**src/rtl/button_event_ctrl.sv**
```systemverilog
// button_event_ctrl: turns the level-valued button/switch word into sticky read-to-clear
// event flags with overflow, one shared auto-repeat engine and a maskable level interrupt.
module button_event_ctrl #(
  parameter logic [15:0] REPEAT_MASK   = 16'h001F,
  parameter logic [15:0] ANY_EDGE_MASK = 16'h07E0,
  parameter int unsigned REPEAT_DELAY  = 32'd50_000_000,
  parameter int unsigned REPEAT_RATE   = 32'd10_000_000
) (
  input  logic        clk,
  input  logic        rst,
  input  logic [15:0] buttonsIn,
  input  logic [15:0] irqMask,
  input  logic        readEn,
  output logic [15:0] readData,
  output logic        readValid,
  output logic        irqOut
);

  typedef enum logic [1:0] {
    IDLE   = 2'd0,
    DELAY  = 2'd1,
    REPEAT = 2'd2
  } rep_state_e;

  localparam logic [31:0] DELAY_LAST = 32'(REPEAT_DELAY - 32'd1);
  localparam logic [31:0] RATE_LAST  = 32'(REPEAT_RATE - 32'd1);
  localparam logic [10:0] REP_MASK   = REPEAT_MASK[10:0];
  localparam logic [10:0] BOTH_MASK  = ANY_EDGE_MASK[10:0];

  function automatic logic [3:0] lowest_idx(input logic [10:0] v);
    logic [3:0] r;
    r = 4'd0;
    for (int i = 10; i >= 0; i--) begin
      if (v[i]) begin
        r = 4'(i);
      end else begin
        r = r;
      end
    end
    return r;
  endfunction

  logic [10:0] prev_q, prev_d;
  logic [10:0] pending_q, pending_d;
  logic        ovf_q, ovf_d;
  logic [15:0] read_data_q, read_data_d;
  logic        read_valid_q, read_valid_d;
  logic        irq_q, irq_d;
  rep_state_e  state_q, state_d;
  logic [3:0]  idx_q, idx_d;
  logic [31:0] cnt_q, cnt_d;

  logic [10:0] in_s, rise_s, fall_s, rep_rise_s, other_rise_s;
  logic [10:0] idx_onehot_s, rep_ev_s, new_ev_s, clr_s;
  logic [31:0] last_cnt_s;
  logic        held_s;
  logic        unused_s;

  assign unused_s = ^buttonsIn[15:11];

  // Edge detection and the shared auto-repeat engine's next state.
  always_comb begin
    in_s         = buttonsIn[10:0];
    prev_d       = in_s;
    rise_s       = in_s & ~prev_q;
    fall_s       = ~in_s & prev_q;
    rep_rise_s   = rise_s & REP_MASK;
    idx_onehot_s = 11'd1 << idx_q;
    other_rise_s = rep_rise_s & ~idx_onehot_s;
    held_s       = |(in_s & idx_onehot_s);
    last_cnt_s   = (state_q == DELAY) ? DELAY_LAST : RATE_LAST;
    state_d      = state_q;
    idx_d        = idx_q;
    cnt_d        = cnt_q;
    rep_ev_s     = 11'd0;
    case (state_q)
      IDLE: begin
        if (|rep_rise_s) begin
          idx_d   = lowest_idx(rep_rise_s);
          cnt_d   = 32'd0;
          state_d = DELAY;
        end else begin
          state_d = IDLE;
        end
      end
      DELAY, REPEAT: begin
        // A fresh press on another repeatable bit steals the engine before anything else.
        if (|other_rise_s) begin
          idx_d   = lowest_idx(other_rise_s);
          cnt_d   = 32'd0;
          state_d = DELAY;
        end else if (!held_s) begin
          cnt_d   = 32'd0;
          state_d = IDLE;
        end else if (cnt_q == last_cnt_s) begin
          rep_ev_s = idx_onehot_s;
          cnt_d    = 32'd0;
          state_d  = REPEAT;
        end else begin
          cnt_d = cnt_q + 32'd1;
        end
      end
      default: begin
        state_d = IDLE;
        idx_d   = 4'd0;
        cnt_d   = 32'd0;
      end
    endcase
  end

  // Pending/overflow update, read snapshot and interrupt level.
  always_comb begin
    new_ev_s    = rise_s | (fall_s & BOTH_MASK) | rep_ev_s;
    clr_s       = readEn ? pending_q : 11'd0;
    pending_d   = (pending_q & ~clr_s) | new_ev_s;
    ovf_d       = (ovf_q & ~readEn) | (|(new_ev_s & pending_q & ~clr_s));
    read_valid_d = readEn;
    if (readEn) begin
      read_data_d = {ovf_q, 4'b0000, pending_q};
    end else begin
      read_data_d = read_data_q;
    end
    irq_d = |({ovf_d, 4'b0000, pending_d} & irqMask);
  end

  // State registers; reset tracks the live input so held levels raise no event.
  always_ff @(posedge clk) begin
    if (rst) begin
      prev_q       <= buttonsIn[10:0];
      pending_q    <= 11'd0;
      ovf_q        <= 1'b0;
      read_data_q  <= 16'd0;
      read_valid_q <= 1'b0;
      irq_q        <= 1'b0;
      state_q      <= IDLE;
      idx_q        <= 4'd0;
      cnt_q        <= 32'd0;
    end else begin
      prev_q       <= prev_d;
      pending_q    <= pending_d;
      ovf_q        <= ovf_d;
      read_data_q  <= read_data_d;
      read_valid_q <= read_valid_d;
      irq_q        <= irq_d;
      state_q      <= state_d;
      idx_q        <= idx_d;
      cnt_q        <= cnt_d;
    end
  end

  assign readData  = read_data_q;
  assign readValid = read_valid_q;
  assign irqOut    = irq_q;

endmodule

```
**config.mk**
```make
export PLATFORM = sky130hd
export DESIGN_NAME = button_event_ctrl
export DESIGN_NICKNAME = d
export VERILOG_FILES = /design/src/rtl/button_event_ctrl.sv
export SDC_FILE = /design/constraint.sdc
export NUM_CORES = 1
export LEC_CHECK = 0
export BUFFER_PORTS_ARGS = -buffer_cell sky130_fd_sc_hd__buf_2
export CORE_MARGIN = 5
export CORE_UTILIZATION = 52
export DETAILED_ROUTE_END_ITERATION = 8
export GPL_ROUTABILITY_DRIVEN = 0
export PLACE_DENSITY_LB_ADDON = 0.08
export SLEW_MARGIN = 20
export SYNTH_ARGS = -nofsm -noshare
export SYNTH_HDL_FRONTEND = slang
export SYNTH_SLANG_ARGS = --single-unit
export TNS_END_PERCENT = 30
```
**constraint.sdc**
```tcl
create_clock -name clk -period 2.97 [get_ports clk]
set_clock_uncertainty 0.2 [all_clocks]
set_input_delay 0.297 -clock clk [delete_from_list [all_inputs] [get_ports clk]]
set_output_delay 0.297 -clock clk [all_outputs]
set_load 0.01 [all_outputs]
```
==> results of run 1 <==
-- per-layer routing --
layer | vias up | part of all wire (%)
met5 | - | 0
met3 | 12 | 4.8
met2 | 78 | 49
li1 | 1590 | -
met1 | 1429 | 45
met4 | 0 | 1.9
-- logic make-up (layout without fill, tap and decap cells) --
logic type	after synthesis	after routing	share of synthesized area [%]
adders and majority gates	4	4	1.33
xor gates and xnor gates	37	37	8.62
AOI/OAI and AO/OA	67	67	13.9
muxes	21	21	7.03
other	1	4	0.0998
and+or+nand+nor	184	184	24.7
DFF	74	74	39.4
buffers and inverters	37	90	4.86
-- worst max-delay path, delay by kind of cell (launching register included) --
family          cells  cell delay, ps
compound gates      2             620
fa+ha+maj           1             240
buf+inv             2             300
flops               1             350
simple gates        3             940
-- flip-flops by register name (all words and copies together), names as in the netlist --
name,cells
ovf_q,1
irqOut,1
pending_q,11
readData,12
prev_q,11
readValid,1
cnt_q,32
idx_q,3
state_q,2
-- where the power goes --
| group | leakage [nW] | switching [W] | internal (W) |
|---|---|---|---|
| clock | 0.0810 | 0.000352 | 0.000314 |
| combinational | 0.936 | 0.000183 | 0.000148 |
| sequential | 0.606 | 0.0000381 | 0.00103 |
| total | 1.62 | 0.000573 | 0.00149 |
-- worst min-delay path by stage --
stage,slack (ps),cells past startpoint,startpoint,to
after detailed placement,230,1,buttonsIn[10],prev_q[10]$_DFF_P_
after CTS,190,3,readEn,readValid$_SDFF_PP0_
after floorplan,120,0,buttonsIn[0],prev_q[0]$_DFF_P_
after global placement,220,1,buttonsIn[8],prev_q[8]$_DFF_P_
after global routing,240,2,rst,readData[9]$_SDFFE_PP0P_
final,210,3,readEn,readValid$_SDFF_PP0_
-- layout make-up --
class / count / area (sq um)
tap: 99 / 124
multi-input combinational: 317 / 2100
inverter: 15 / 56.3
clock inverter: 3 / 17.5
sequential: 74 / 1480
fill: 659 / 2810
timing repair buffer: 61 / 403
clock buffer: 11 / 141
-- per-stage QoR --
stage	setup WS, ps	hold WS [ps]	cell area, sq um	total power (W)
global placement	356	223	4050	0.00140
floorplan	450	125	3770	0.00131
finish	271	209	4330	0.00206
CTS	267	193	4330	0.00209
detailed placement	310	226	4050	0.00141
global route	150	244	4330	0.00217
-- synthesized netlist by cell type, drive strengths merged, types with 2 or more instances --
master	count	area (sq um)
a31oi	5	31.3
o21a	2	15.0
o22a	2	17.5
o211ai	2	15.0
a21o	5	37.5
mux4	4	90.1
a211oi	2	20.0
nor4bb	2	20.0
o21ai	4	20.0
o21bai	2	26.3
nand4	8	50.1
buf	9	77.6
o2111ai	4	35.0
xor2	16	140
and2	3	18.8
and4	2	17.5
mux2	3	33.8
ha	4	50.1
nor4	6	37.5
nand2	33	126
a22oi	6	45.0
mux2i	14	140
xnor2	21	184
a21oi	16	80.1
nor2	74	303
nand3	18	90.1
a221oi	2	23.8
nor3	6	30.0
nor2b	8	50.1
and3b	2	21.3
nand2b	6	37.5
clkbuf	13	48.8
inv	15	56.3
and3	4	26.3
a222oi	2	20.0
or2	2	12.5
nor4b	3	26.3
dfxtp	74	1480
o221ai	3	26.3
or4	4	33.8
a21boi	2	15.0
==> reports/results.tsv, run 1 <==
metric	value	unit
final wirelength	8.60	mm
R2R depth	8	
RSZ-0062 raised after global routing	no	
grt met1 use	25.3	%
Die Height	95.0	um
placed cells	554	
Ant. Diodes	0	
Post-DP HPWL	6.30	mm
Max Clock Freq	370	MHz
Final TNS setup	0	ps
Rel. slew slack	58.0	%
CP required	3060	ps
power density over the cells	477	nW/um^2
status	finished clean	
maximum capacitance violations	0	
Max stage delay cell, worst path	or4_4	
CTS buffer count	9	
synth unique cells	64	
Setup CP Type	register to register	
final hold violation count	0	
CTS root buffer	clkbuf_8	
r2r endpoint	pending_q[1]$_SDFF_PP0_	
first drt pass iteration count	5	
Clk Latency, worst-skew pair	350	ps
CP Max Fanout	5	
startpoint class of the critical path	register	
reg2reg start	state_q[1]$_SDFFE_PP0P_	
Critical Path AT	2790	ps
Via density	5.36	
die area	9030	sq um
antenna violations before repair	0	
Clock Pin Slew Worst Setup and Hold Paths	70	ps
post-DR wirelength/cell	14.8	um
Slew Viols, Final	0	
number of global-route vias before repair	3111	
Layout Nets	517	
area growth from synthesis to layout	15.2	%
largest net degree at the start of global routing	33	
most frequent cells in the layout	dfxtp_1 (74), nor2_1 (64), buf_2 (39)	
peak supply drop	0.319	mV
mapped cell area	3760	sq um
I/O pin count	53	
DRC Markers	0	
port bufs	39	
first-pass GRT wire length	14.5	mm
Critical Path, Cell by Cell	inv_1 > ha_1 > or4_4 > a2111oi_4 > buf_4 > nand3_1 > nor4b_1 > o21ba_2	
DR iter-0 viols	150	
CTS Hold Buffers Added	12	
initial core utilization	52.6	%
remaining global-route overflow	0	
CP endpoint	pending_q[1]$_SDFF_PP0_	
FP Rows	31	
cts repair resizes	0	
Final setup viols	0	
Clock Sinks	74	
cell count after synthesis	425	
commonest non-fill, non-tap cell in the layout	dfxtp_1	
period utilisation layout	90.9	%
register area share after synthesis	39.4	%
Post-DRT Antenna Nets	0	
H-tree levels	3	
met3 Use GR	6.06	%
core footprint	7140	sq um
syn_area_per_cell	8.84	sq um
share of cells above drive strength 1	19.1	%
Finished Layout Cells	580	
#FFs+latches synth	74	
Worst Setup End Kind	register	
Most Crowded Layer GR	met2	
worst-margin pin slew	629	ps
critical path launch point	state_q[1]$_SDFFE_PP0P_	
Post-CTS Setup Bufs	0	
Max clock buf depth	2	
Finished Core Util	60.6	%
via count	3109	
Reg2Reg Setup Slack	270	ps
DIE WIDTH	95.0	um
Tmin final	2700	ps
met2 global-route usage	34.6	%
CTS tree	built	
min-delay worst type	primary input to register	
cell leakage power	1.62	nW
EDFF count, synth	0	
gr usage total	20.8	%
YS warnings	0	
ys flop type	dfxtp_1	
Crit path largest cell delay	500	ps
Async SR Flop Fraction	0	%
Note: power is estimated with default switching activity, not from simulation.
==> run 2: changes to the inputs <==
clock period = 3.4 ns   (was 2.97 ns; I/O delays follow)
==> run 2 against run 1 <==
Total power down 15%; clock power down 18%; hold slack worse by 180 ps; sequential cell count unchanged; non-clock buffer count down 3.
==> reports/results.tsv, run 2 (same netlist as run 1, synthesis figures left out) <==
metric	value	unit
status	finished clean	
startpoint class of the critical path	register	
first-pass GRT wire length	14.6	mm
share of cells above drive strength 1	18.2	%
Max Clock Freq	340	MHz
Post-DP HPWL	6.26	mm
placed cells	552	
DR iter-0 viols	167	
Max clock buf depth	2	
remaining global-route overflow	0	
FP Rows	31	
period utilisation layout	86.5	%
Clk Latency, worst-skew pair	340	ps
final wirelength	8.59	mm
power density over the cells	413	nW/um^2
Final TNS setup	0	ps
cts repair resizes	0	
core footprint	7140	sq um
via count	3127	
Post-DRT Antenna Nets	0	
FILL cells	673	
cell leakage power	1.59	nW
Rel. slew slack	43.2	%
max FFs per register	32	
CTS Hold Buffers Added	11	
CTS root buffer	clkbuf_8	
Clock Sinks	74	
H-tree levels	3	
DIE WIDTH	95.0	um
Tmin final	2940	ps
Most flops, register	cnt_q	
Clock Pin Slew Worst Setup and Hold Paths	80	ps
Finished Layout Cells	576	
CTS buffer count	9	
min-delay worst type	primary input to register	
port bufs	39	
Ant. Diodes	0	
die area	9030	sq um
area growth from synthesis to layout	13.7	%
number of global-route vias before repair	3093	
Setup CP Type	register to register	
post-DR wirelength/cell	14.9	um
Layout Nets	514	
Via density	5.43	
CP Max Fanout	32	
DRC Markers	0	
Die Height	95.0	um
I/O pin count	53	
CTS tree	built	
CP required	3390	ps
initial core utilization	52.6	%
final hold violation count	0	
gr usage total	20.6	%
peak supply drop	0.254	mV
most frequent cells in the layout	dfxtp_1 (74), nor2_1 (64), buf_2 (39)	
antenna violations before repair	0	
Worst Setup End Kind	register	
Final setup viols	0	
Post-CTS Setup Bufs	0	
worst-margin pin slew	849	ps
Slew Viols, Final	0	
maximum capacitance violations	0	
Critical Path AT	2930	ps
largest net degree at the start of global routing	33	
first drt pass iteration count	4	
commonest non-fill, non-tap cell in the layout	dfxtp_1	
RSZ-0062 raised after global routing	no	
-- run 2: power by group --
group / internal, W / switching (W) / leakage (nW) / total (W)
Clock: 0.000253 / 0.000291 / 0.0722 / 0.000544
Sequential: 0.000900 / 0.0000308 / 0.606 / 0.000930
Combinational: 0.000124 / 0.000163 / 0.916 / 0.000288
-- run 2: cell type report --
class / instances / area [sq um] / area share [%]
tap: 99 / 124 / 2.90
sequential: 74 / 1480 / 34.7
timing repair buffer: 58 / 365 / 8.55
multi-input combinational: 317 / 2100 / 49.3
clock inverter: 1 / 5.00 / 0.117
clock buffer: 12 / 135 / 3.16
inverter: 15 / 56.3 / 1.32
-- run 2: stage by stage --
stage	instance area [sq um]	util (%)	hold WS [ps]	worst slack (ps)	power (W)
2_1_floorplan	3770	-	168	880	0.00115
3_3_place_gp	4020	56.3	260	485	0.00122
3_5_place_dp	4020	56.3	272	435	0.00122
4_1_cts	4270	59.9	14.6	414	0.00177
5_1_grt	4270	59.9	10.5	223	0.00185
6_report	4270	59.9	28.0	458	0.00176
-- run 2: worst paths after layout --
check	from	to	slack, ps	depth (start not counted)
setup / recovery	state_q[1]$_SDFFE_PP0P_	cnt_q[28]$_SDFFE_PP0P_	460	7
hold / removal	irqMask[15]	irqOut$_SDFF_PP0_	30	2
setup reg to reg	state_q[1]$_SDFFE_PP0P_	cnt_q[28]$_SDFFE_PP0P_	460	7
hold reg to reg	cnt_q[1]$_SDFFE_PP0P_	cnt_q[1]$_SDFFE_PP0P_	280	2
-- run 2: worst max-delay path, stage by stage (launching register included) --
cell and delay, ps:
dfxtp_1 340, inv_1 70, ha_1 230, or4_4 500, a2111oi_4 390, and3b_4 270
o21bai_4 660, nor2_1 110
-- run 2: metal layers --
| layer | vias to the layer above | track usage [%] | routed length [um] |
|---|---|---|---|
| met5 | - | 0 | 0 |
| met2 | 82 | 34.5 | 4160 |
| met3 | 16 | 5.42 | 426 |
| met4 | 0 | 6.97 | 178 |
| li1 | 1591 | - | - |
| met1 | 1438 | 25.6 | 3830 |
==> run 3: changes to the inputs <==
--- a/config.mk
+++ b/config.mk
@@ -7,5 +7,4 @@
 export LEC_CHECK = 0
 export BUFFER_PORTS_ARGS = -buffer_cell sky130_fd_sc_hd__buf_2
-export CORE_MARGIN = 5
 export CORE_UTILIZATION = 52
 export DETAILED_ROUTE_END_ITERATION = 8
==> constraint.sdc (replaced) <==
create_clock -name clk -period 3.4 [get_ports clk]
set_clock_uncertainty 0.2 [all_clocks]
set_input_delay 0.68 -clock clk [delete_from_list [all_inputs] [get_ports clk]]
set_output_delay 0.68 -clock clk [all_outputs]
set_load 0.01 [all_outputs]
==> run 3 against run 2 <==
Clock-buffer cell count unchanged; sequential share of layout area is 0.14 points higher; global-route usage up 3.4 points; utilization up 2.1 points; wire length fell by 2.7%; combinational power down 3%; largest cell class unchanged.
==> reports/results.tsv, run 3 (same netlist as run 1, synthesis figures left out) <==
metric	value	unit
Rel. slew slack	60.4	%
CP Max Fanout	32	
Final setup viols	0	
Final TNS setup	0	ps
final setup margin	632	ps
Post-DP HPWL	6.01	mm
final wirelength	8.36	mm
port bufs	39	
DP Area	4030	sq um
Post-DRT Antenna Nets	0	
min-delay worst type	primary input to register	
Power Total	0.00199	W
peak supply drop	0.239	mV
I/O pin count	53	
Clk Latency, worst-skew pair	360	ps
core footprint	6870	sq um
power density over the cells	467	nW/um^2
Critical Path AT	2860	ps
max FFs per register	32	
r2r endpoint	cnt_q[1]$_SDFFE_PP0P_	
CTS buffer count	9	
reg2reg start	idx_q[2]$_SDFFE_PP0P_	
Finished Layout Cells	566	
Setup CP Type	register to register	
post-DR wirelength/cell	14.8	um
commonest non-fill, non-tap cell in the layout	dfxtp_1	
RSZ-0062 raised after global routing	no	
Die Height	87.0	um
gr usage total	24.0	%
CTS Hold Buffers Added	0	
Post-CTS Setup Bufs	0	
R2R depth	7	
FP Rows	30	
Slew Viols, Final	0	
Max Clock Freq	361	MHz
DIE WIDTH	87.0	um
most frequent cells in the layout	dfxtp_1 (74), nor2_1 (64), buf_2 (39)	
worst-margin pin slew	593	ps
placed cells	550	
Via density	5.58	
Max clock buf depth	2	
final hold violation count	0	
hold path startpoint	buttonsIn[10]	
number of global-route vias before repair	2912	
remaining global-route overflow	0	
Ant. Diodes	0	
Clock Sinks	74	
maximum capacitance violations	0	
cell leakage power	1.60	nW
Clock Pin Slew Worst Setup and Hold Paths	80	ps
Tmin final	2770	ps
Worst Setup End Kind	register	
period utilisation layout	81.4	%
hold path cells	1	
DR iter-0 viols	201	
initial core utilization	54.7	%
Reg2Reg Setup Slack	630	ps
first-pass GRT wire length	13.9	mm
CTS tree	built	
CP required	3490	ps
first drt pass iteration count	4	
CTS root buffer	clkbuf_8	
cts repair resizes	0	
share of cells above drive strength 1	19.8	%
status	finished clean	
Most flops, register	cnt_q	
FILL cells	630	
antenna violations before repair	0	
Design Area, Final	4250	sq um
largest net degree at the start of global routing	33	
Min-Delay Endpoint	prev_q[10]$_DFF_P_	
pre-CTS WS	626	ps
area growth from synthesis to layout	13.2	%
DRC Markers	0	
critical path launch point	idx_q[2]$_SDFFE_PP0P_	
via count	3156	
die area	7570	sq um
startpoint class of the critical path	register	
Layout Nets	504	
H-tree levels	3	
[run 3: changes by cell type in the layout (fill, tap and decap cells not counted)]
cell / before / now
clkbuf_8: 9 / 11
clkinv_4: 0 / 1
dlygate4sd3_1: 11 / 0
bufinv_16: 0 / 2
buf_4: 8 / 9
clkbuf_1: 3 / 1
[run 3: worst max path at each step]
stage                                   to  slack (ps)
floorplan            cnt_q[7]$_SDFFE_PP0P_         880
global placement     cnt_q[1]$_SDFFE_PP0P_         640
detailed placement   cnt_q[1]$_SDFFE_PP0P_         630
CTS                 cnt_q[21]$_SDFFE_PP0P_         630
global route        cnt_q[27]$_SDFFE_PP0P_         380
finish               cnt_q[1]$_SDFFE_PP0P_         630
[run 3: critical path, stage by stage, from the launching register on]
cell	delay, ps
dfxtp_1	660
nor3b_1	350
o211ai_1	170
a221oi_2	510
and3b_4	320
o21bai_4	50
buf_4	270
a21oi_1	150
[run 3: final cells by class]
cell class | count | area (sq um) | area share, %
clock buffers | 12 | 155 | 3.65
clock inverters | 4 | 73.8 | 1.74
inverters | 15 | 56.3 | 1.32
multi-input cells | 317 | 2100 | 49.5
flip-flops and latches | 74 | 1480 | 34.8
well taps | 96 | 120 | 2.82
repair buffers | 48 | 263 | 6.18
[run 3: layer usage]
layer | vias up | share of wire [%] | track usage, %
met4 | 0 | 1.8 | 9.85
met5 | - | 0 | 0
met2 | 77 | 42 | 35.1
li1 | 1568 | - | -
met3 | 14 | 5.8 | 5.78
met1 | 1497 | 50 | 33.7
[run 3: metrics by stage]
stage               hold WS, ps  utilization, %
finish                      248            61.9
global route                234            61.9
CTS                         237            61.9
detailed placement          267            58.6
global placement            259            58.6
floorplan                   249               -
[run 3: report_power, final]
group / internal, W / total (W) / leakage, nW / switching, W
Sequential: 0.000899 / 0.000928 / 0.606 / 0.0000292
Clock: 0.000454 / 0.000777 / 0.117 / 0.000324
Combinational: 0.000117 / 0.000280 / 0.874 / 0.000163
